==> src/rtl/adc_pkg.sv <==
// ---------------------------------------------------------------------------
// adc_pkg
//   Shared definitions for the ADC scan path and the voltage display path:
//   default channel count and sample width, the one-hot sequencer state
//   encoding, and a constant-width helper.
// ---------------------------------------------------------------------------
package adc_pkg;

    localparam int N_CH_DEF   = 4;
    localparam int DATA_W_DEF = 12;

    // One-hot state encoding for the scan sequencer.
    typedef enum logic [5:0] {
        IDLE      = 6'b000001,
        SELECT    = 6'b000010,
        CONVERT   = 6'b000100,
        WAIT_DONE = 6'b001000,
        NEXT_CH   = 6'b010000,
        PUBLISH   = 6'b100000
    } state_e;

    // Ceiling log2; clog2(1) = 0. Callers needing at least one bit clamp it.
    function automatic int clog2(input int value);
        int result;
        result = 0;
        for (int i = 0; i < 31; i++) begin
            if ((1 << i) < value) begin
                result = i + 1;
            end
        end
        return result;
    endfunction

endpackage

==> src/rtl/adc_period_timer.sv <==
// ---------------------------------------------------------------------------
// adc_period_timer
//   Free-running counter 0..PERIOD-1 that wraps, with a one-cycle wrap pulse
//   in the cycle the counter holds PERIOD-1.
// Ports
//   clk     in   clock
//   rst     in   synchronous, active-high reset (counter -> 0)
//   wrap_o  out  high while the counter is at its last value
// ---------------------------------------------------------------------------
module adc_period_timer
    import adc_pkg::*;
#(
    parameter int PERIOD = 650_000
) (
    input  logic clk,
    input  logic rst,
    output logic wrap_o
);

    localparam int CNT_W = (PERIOD > 1) ? clog2(PERIOD) : 1;
    localparam logic [CNT_W-1:0] LAST = CNT_W'(PERIOD - 1);

    logic [CNT_W-1:0] count_q;
    logic [CNT_W-1:0] count_d;

    assign wrap_o = (count_q == LAST);

    always_comb begin
        count_d = wrap_o ? '0 : count_q + CNT_W'(1);
    end

    // NOTE: sequential state is updated with non-blocking assignments so every
    // register samples the values from before the clock edge.
    always_ff @(posedge clk) begin
        if (rst) begin
            count_q <= '0;
        end else begin
            count_q <= count_d;
        end
    end

endmodule

==> src/rtl/adc_channel_sequencer.sv <==
// ---------------------------------------------------------------------------
// adc_channel_sequencer
//   Multi-channel ADC scan sequencer. Each period it scans the enabled
//   channels in ascending order, averages 2^AVG_LOG2 conversions per channel,
//   flags channels whose converter never answers, and publishes the whole
//   frame at once with a one-cycle frame_tick_o.
// Ports
//   clk           in   clock
//   rst           in   synchronous, active-high reset
//   en_mask_i     in   channel enables, captured at frame start
//   adc_sel_o     out  one-hot channel select to the ADC mux (0 when idle)
//   adc_start_o   out  one-cycle conversion request
//   adc_done_i    in   one-cycle conversion complete, adc_data_i valid with it
//   adc_data_i    in   conversion result
//   ch_data_o     out  published results, channel k at [k*DATA_W +: DATA_W]
//   ch_err_o      out  per-channel timeout flags of the last published frame
//   frame_tick_o  out  one-cycle pulse in the cycle ch_data_o/ch_err_o change
//   busy_o        out  high from frame start through the frame_tick_o cycle
//   overrun_o     out  sticky: a period elapsed while a frame was running
// ---------------------------------------------------------------------------
module adc_channel_sequencer
    import adc_pkg::*;
#(
    parameter int N_CH     = N_CH_DEF,
    parameter int DATA_W   = DATA_W_DEF,
    parameter int PERIOD   = 650_000,
    parameter int SETTLE   = 16,
    parameter int AVG_LOG2 = 0,
    parameter int TIMEOUT  = 4096
) (
    input  logic                     clk,
    input  logic                     rst,
    input  logic [N_CH-1:0]          en_mask_i,
    output logic [N_CH-1:0]          adc_sel_o,
    output logic                     adc_start_o,
    input  logic                     adc_done_i,
    input  logic [DATA_W-1:0]        adc_data_i,
    output logic [N_CH*DATA_W-1:0]   ch_data_o,
    output logic [N_CH-1:0]          ch_err_o,
    output logic                     frame_tick_o,
    output logic                     busy_o,
    output logic                     overrun_o
);

    localparam int CH_W    = (N_CH > 1) ? clog2(N_CH) : 1;
    localparam int ACC_W   = DATA_W + AVG_LOG2;
    localparam int CNV_W   = AVG_LOG2 + 1;
    localparam int CNT_MAX = (SETTLE > TIMEOUT) ? SETTLE : TIMEOUT;
    localparam int CNT_W   = clog2(CNT_MAX + 1);

    localparam logic [CNT_W-1:0] SETTLE_LAST  = CNT_W'(SETTLE - 1);
    localparam logic [CNT_W-1:0] TIMEOUT_LAST = CNT_W'(TIMEOUT - 1);
    localparam logic [CNV_W-1:0] CNV_LAST     = CNV_W'((1 << AVG_LOG2) - 1);

    state_e              state_q,      state_d;
    logic [CH_W-1:0]     ch_idx_q,     ch_idx_d;
    logic [N_CH-1:0]     mask_q,       mask_d;
    logic [CNT_W-1:0]    cnt_q,        cnt_d;
    logic [CNV_W-1:0]    cnv_q,        cnv_d;
    logic [ACC_W-1:0]    acc_q,        acc_d;
    logic [DATA_W-1:0]   shadow_q [N_CH];
    logic [DATA_W-1:0]   shadow_d [N_CH];
    logic [N_CH-1:0]     err_shadow_q, err_shadow_d;
    logic [N_CH*DATA_W-1:0] ch_data_q, ch_data_d;
    logic [N_CH-1:0]     ch_err_q,     ch_err_d;
    logic                tick_q,       tick_d;
    logic                overrun_q,    overrun_d;

    logic                wrap;
    logic [N_CH-1:0]     above_mask;
    logic [CH_W:0]       first_hit;
    logic [CH_W:0]       next_hit;
    logic [ACC_W-1:0]    sum;
    logic [DATA_W-1:0]   avg;

    adc_period_timer #(
        .PERIOD (PERIOD)
    ) u_period_timer (
        .clk    (clk),
        .rst    (rst),
        .wrap_o (wrap)
    );

    // Lowest set bit of a channel mask as {found, index}.
    function automatic logic [CH_W:0] lowest_set(input logic [N_CH-1:0] bits);
        logic [CH_W:0] result;
        result = '0;
        for (int k = N_CH - 1; k >= 0; k--) begin
            if (bits[k]) begin
                result = {1'b1, CH_W'(k)};
            end
        end
        return result;
    endfunction

    // Enabled channels strictly above the current one. For the top channel
    // the shifted constant overflows to 0, leaving an all-zero mask.
    assign above_mask = mask_q & ~((N_CH'(2) << ch_idx_q) - N_CH'(1));
    assign first_hit  = lowest_set(en_mask_i);
    assign next_hit   = lowest_set(above_mask);

    // The accumulator is wide enough for 2^AVG_LOG2 full-scale samples, so
    // the sum never wraps; the top DATA_W bits are the truncated mean.
    assign sum = acc_q + ACC_W'(adc_data_i);
    assign avg = sum[ACC_W-1 -: DATA_W];

    // NOTE: every signal written here gets a default first, so no path leaves
    // a value unassigned and no latch is inferred.
    always_comb begin
        state_d      = state_q;
        ch_idx_d     = ch_idx_q;
        mask_d       = mask_q;
        cnt_d        = cnt_q;
        cnv_d        = cnv_q;
        acc_d        = acc_q;
        shadow_d     = shadow_q;
        err_shadow_d = err_shadow_q;
        ch_data_d    = ch_data_q;
        ch_err_d     = ch_err_q;
        tick_d       = 1'b0;
        // A frame request that finds the sequencer busy is dropped, not queued.
        overrun_d    = overrun_q | (wrap && (state_q != IDLE));

        unique case (state_q)
            IDLE: begin
                if (wrap) begin
                    mask_d = en_mask_i;
                    if (first_hit[CH_W]) begin
                        ch_idx_d = first_hit[CH_W-1:0];
                        cnt_d    = '0;
                        state_d  = SELECT;
                    end else begin
                        state_d  = PUBLISH;
                    end
                end
            end

            SELECT: begin
                if (cnt_q == SETTLE_LAST) begin
                    cnt_d   = '0;
                    state_d = CONVERT;
                end else begin
                    cnt_d   = cnt_q + CNT_W'(1);
                end
            end

            CONVERT: begin
                cnt_d   = '0;
                state_d = WAIT_DONE;
            end

            WAIT_DONE: begin
                if (adc_done_i) begin
                    cnt_d = '0;
                    if (cnv_q == CNV_LAST) begin
                        shadow_d[ch_idx_q] = avg;
                        acc_d   = '0;
                        cnv_d   = '0;
                        state_d = NEXT_CH;
                    end else begin
                        acc_d   = sum;
                        cnv_d   = cnv_q + CNV_W'(1);
                        state_d = CONVERT;
                    end
                end else if (cnt_q == TIMEOUT_LAST) begin
                    // Silent converter: flag it, drop the partial sum and keep
                    // the channel's previous result.
                    err_shadow_d[ch_idx_q] = 1'b1;
                    acc_d   = '0;
                    cnv_d   = '0;
                    state_d = NEXT_CH;
                end else begin
                    cnt_d   = cnt_q + CNT_W'(1);
                end
            end

            NEXT_CH: begin
                if (next_hit[CH_W]) begin
                    ch_idx_d = next_hit[CH_W-1:0];
                    cnt_d    = '0;
                    state_d  = SELECT;
                end else begin
                    state_d  = PUBLISH;
                end
            end

            PUBLISH: begin
                for (int k = 0; k < N_CH; k++) begin
                    if (mask_q[k]) begin
                        ch_data_d[k*DATA_W +: DATA_W] = shadow_q[k];
                    end
                end
                ch_err_d     = err_shadow_q & mask_q;
                err_shadow_d = '0;
                tick_d       = 1'b1;
                state_d      = IDLE;
            end

            default: begin
                state_d = IDLE;
            end
        endcase
    end

    always_ff @(posedge clk) begin
        if (rst) begin
            state_q      <= IDLE;
            ch_idx_q     <= '0;
            mask_q       <= '0;
            cnt_q        <= '0;
            cnv_q        <= '0;
            acc_q        <= '0;
            // NOTE: the shadow array is small register storage that must read
            // as zero after reset, so it is cleared here rather than left to
            // power-up contents like a RAM would be.
            shadow_q     <= '{default: '0};
            err_shadow_q <= '0;
            ch_data_q    <= '0;
            ch_err_q     <= '0;
            tick_q       <= 1'b0;
            overrun_q    <= 1'b0;
        end else begin
            state_q      <= state_d;
            ch_idx_q     <= ch_idx_d;
            mask_q       <= mask_d;
            cnt_q        <= cnt_d;
            cnv_q        <= cnv_d;
            acc_q        <= acc_d;
            shadow_q     <= shadow_d;
            err_shadow_q <= err_shadow_d;
            ch_data_q    <= ch_data_d;
            ch_err_q     <= ch_err_d;
            tick_q       <= tick_d;
            overrun_q    <= overrun_d;
        end
    end

    // Results and the tick are registered together, so frame_tick_o marks the
    // first cycle the new frame is visible; busy_o covers that cycle too.
    assign adc_start_o  = (state_q == CONVERT);
    assign adc_sel_o    = (state_q inside {SELECT, CONVERT, WAIT_DONE, NEXT_CH})
                          ? (N_CH'(1) << ch_idx_q) : '0;
    assign ch_data_o    = ch_data_q;
    assign ch_err_o     = ch_err_q;
    assign frame_tick_o = tick_q;
    assign busy_o       = (state_q != IDLE) || tick_q;
    assign overrun_o    = overrun_q;

endmodule

==> config.mk <==
export PLATFORM = sky130hd
export DESIGN_NAME = adc_channel_sequencer
export DESIGN_NICKNAME = d
export VERILOG_FILES = /design/src/rtl/adc_pkg.sv /design/src/rtl/adc_period_timer.sv /design/src/rtl/adc_channel_sequencer.sv
export SDC_FILE = /design/constraint.sdc
export NUM_CORES = 1
export LEC_CHECK = 0
export CAP_MARGIN = 5
export CORE_AREA = 2 2 110 112
export CTS_CLUSTER_DIAMETER = 80
export DETAILED_ROUTE_END_ITERATION = 12
export DIE_AREA = 0 0 112 114
export PLACE_DENSITY = 0.86
export SYNTH_ARGS = -nofsm -noshare
export SYNTH_HDL_FRONTEND = slang
export SYNTH_HIERARCHICAL = 1
export SYNTH_SLANG_ARGS = --single-unit
==> constraint.sdc <==
create_clock -name clk -period 5.2 [get_ports clk]
set_input_delay 0.52 -clock clk [delete_from_list [all_inputs] [get_ports clk]]
set_output_delay 0.52 -clock clk [all_outputs]
set_load 0.02 [all_outputs]
==> results.yml <==
yosys:
  synth_area_sq_um: 6210
  yosys.area.top_type: "dfxtp_1"
  yosys_warnings: 6
  synth-edff-count: 0
  synth_seq_cells: 151
  synth.net_count: 746
  yosysMostFrequentCell: "dfxtp_1"
  synthTopCellsByCount: "dfxtp_1 (151), nand2_1 (89), nand3_1 (80)"
  netlist-cell-type-count: 51
  synth_top_area_share_pct: 48.6
  syn_avg_cell_area_sq_um: 8.57
  ys.flop_type: "dfxtp_1"
  syn_inst: 725
  seq_area_frac_synth_pct: 48.6
  synthTopCellsByArea: "dfxtp_1 (49%), mux2i_1 (6.8%), nand3_1 (6.4%), a21oi_1 (6.4%), nand2_1 (5.4%)"
  async_reset_ff_share_pct: 0
global_routing:
  antenna_found_initial: 0
  grt-ovfl-total: 0
  first_global_vias: 5270
  use_met1_pct: 31.2
  grt_pass1_wl_microns: 25700
  grt_max_degree: 112
  track_usage_pct: 25.1
  grtUsageMet3_pct: 6.27
  grtUsageMet2_pct: 41.4
  grt.busiest_layer: "met2"
clock_network:
  post_cts_resize_count: 0
  tritoncts: "done"
  hold_buffers: 0
  clock-sinks: 151
  post_cts_buffers: 0
  htree_levels: 4
  clockBufferDepth: 2
  clkTransAtPathRegs_ns: 0.06
  root_buffer: "clkbuf_16"
  clk-insertion-delay-late_ns: 0.43
  cts_buffers: 17
worst_setup_path:
  path_buf_inv: 0
  path_cells: "or4_1 > or4_4 > nor2_1 > nand3_1 > a21oi_1 > a311oi_1"
  start_kind: "flip-flop"
  worstSetupEndpointType: "flip-flop"
  critPathTopFamily: "simple AND/OR/NAND/NOR gates"
  crit_fanout: 12
  worstSetupPathType: "flip-flop to flip-flop"
  max_stage_delay_ns: 0.78
  cp.required_ns: 5.46
  cp.arrival_ns: 3.56
  slowest_stage: "a21oi_1"
layout:
  nFillCells: 932
  seq_area_sq_um: 3020
  final_nets: 796
  drive_above_1_share_pct: 5.59
  fin_area_sq_um: 7560
  syn_to_final_growth_pct: 21.6
  insertedDiodeCount: 0
  multiInputGateArea_sq_um: 2950
route:
  route.detailed.drc: 0
  wire_per_inst_microns: 17.0
  drt-total-wl_microns: 15900
  ant_nets: 0
  drt_first_pass_iters: 6
  drt_iter0_markers: 507
  vias: 5593
  vias_per_cell: 5.99
floorplanning:
  die_x_microns: 112
  die_area_sq_um: 12800
  dieHeight_microns: 114
  coreArea_sq_um: 11700
  ios: 79
  row_count: 40
  start_util_pct: 53.1
placed_design:
  place_ws_ns: 1.96
  postPlaceCellArea_sq_um: 6980
  place_congestion: 0.852
  port_buffers: 78
  hpwlAfterDp_microns: 10400
sta:
  finalCriticalPeriod_ns: 3.30
  fmax_mhz: 303
  slew_headroom_pct: 29.1
  worst_pin_slew_ns: 1.06
  fin_crit_sh_pct: 63.4
  setup_tns_ns: 0
  hold_violations: 0
  rsz0062_at_grt: "false"
  setup_ws_ns: 1.90
  setup_viol: 0
  timing.hold.ws_ns: 0.453
  fin_worst_skew_ns: 0.00712
  slew_viol_final: 0
job:
  cap_violations: 0
hold_path:
  hold_class: "flip-flop to flip-flop"
outcome:
  status: "complete, no violations"
power_and_ir_drop:
  finalPower_mw: 2.40
  peakVddDrop_uv: 238
  leakagePower_nw: 2.73
  p_per_area_nw_per_um2: 318
routing by layer:
metal  wire length, microns  vias to the layer above
met5                      0                        -
met3                   1070                       50
li1                       -                     2664
met2                   7640                      225
met4                    531                        0
met1                   6670                     2654
state kept, by name, indices dropped and copies added (netlist names):
name                    count
cnt_q                      13
ch_data_o                  48
err_shadow_q                4
shadow_q                   48
mask_q                      4
overrun_o                   1
ch_idx_q                    2
state_q                     6
ch_err_o                    4
u_period_timer/count_q     20
frame_tick_o                1
worst paths after layout:
| path | slack (ns) | cells after the start | from | end |
|---|---|---|---|---|
| worst max-delay path | 1.90 | 6 | u_period_timer/count_q[6] | cnt_q[4] |
| worst min-delay path | 0.45 | 2 | ch_data_o[10] | ch_data_o[10] |
| worst max register to register | 1.90 | 6 | u_period_timer/count_q[6] | cnt_q[4] |
| worst min register to register | 0.45 | 2 | ch_data_o[10] | ch_data_o[10] |
cell families after synthesis:
group | share of synthesized area, %
compound gates | 12.6
xor+xnor | 2.25
fa+ha+maj | 0.403
buf+inv | 4.05
flops | 48.6
mux | 6.76
simple gates | 25.3
cells in the final DEF, fill, tap and decap left out, types with 3 or more instances in the layout:
master           synthesis  routed
dfxtp_1                151     151
nand2_1                 89      89
nand3_1                 80      80
nor2_1                  79      79
a21oi_1                 79      79
clkdlybuf4s50_1          0      77
mux2i_1                 42      42
nor3_1                  17      17
clkbuf_16                0      17
xnor2_1                 13      13
o21ai_0                 11      11
inv_1                   10      10
a311oi_1                10      10
nor4_1                   9       9
nand4_1                  7       7
nor2b_1                  6       6
nand2b_1                 6       6
and4_1                   5       5
a221oi_1                 5       5
clkbuf_8                 0       4
clkinv_2                 0       4
xor2_1                   3       3
nor4b_1                  3       3
or3_1                    3       3
or4_1                    3       3
nand3b_1                 3       3
o31ai_1                  3       3
and3_1                   3       3
o32ai_1                  3       3
a31oi_1                  3       3
buf_4                    0       3
stage by stage:
step                      util (%)  cells
after floorplan                  -    725
after global placement        59.6    903
after detailed placement      59.6    903
after CTS                     64.5    934
after global routing          64.5    934
final                         64.5    934
cell type report:
class	instances	area share, %
clock buffer	21	6.36
clock inverter	10	1.24
inverter	10	0.497
multi-input combinational	515	39.0
sequential	151	40.0
tap	147	2.43
timing repair buffer	80	10.5
tightest hold or removal path, stage by stage, from the launching register on:
cell,delay [ns]
dfxtp_1,0.31
nand2_1,0.05
a21oi_1,0.05
report_power, final:
group / switching, mW / internal, mW
sequential: 0.00196 / 1.16
combinational: 0.0352 / 0.0174
clock: 0.479 / 0.708
total: 0.516 / 1.88
Note: power is estimated with default switching activity, not from simulation.
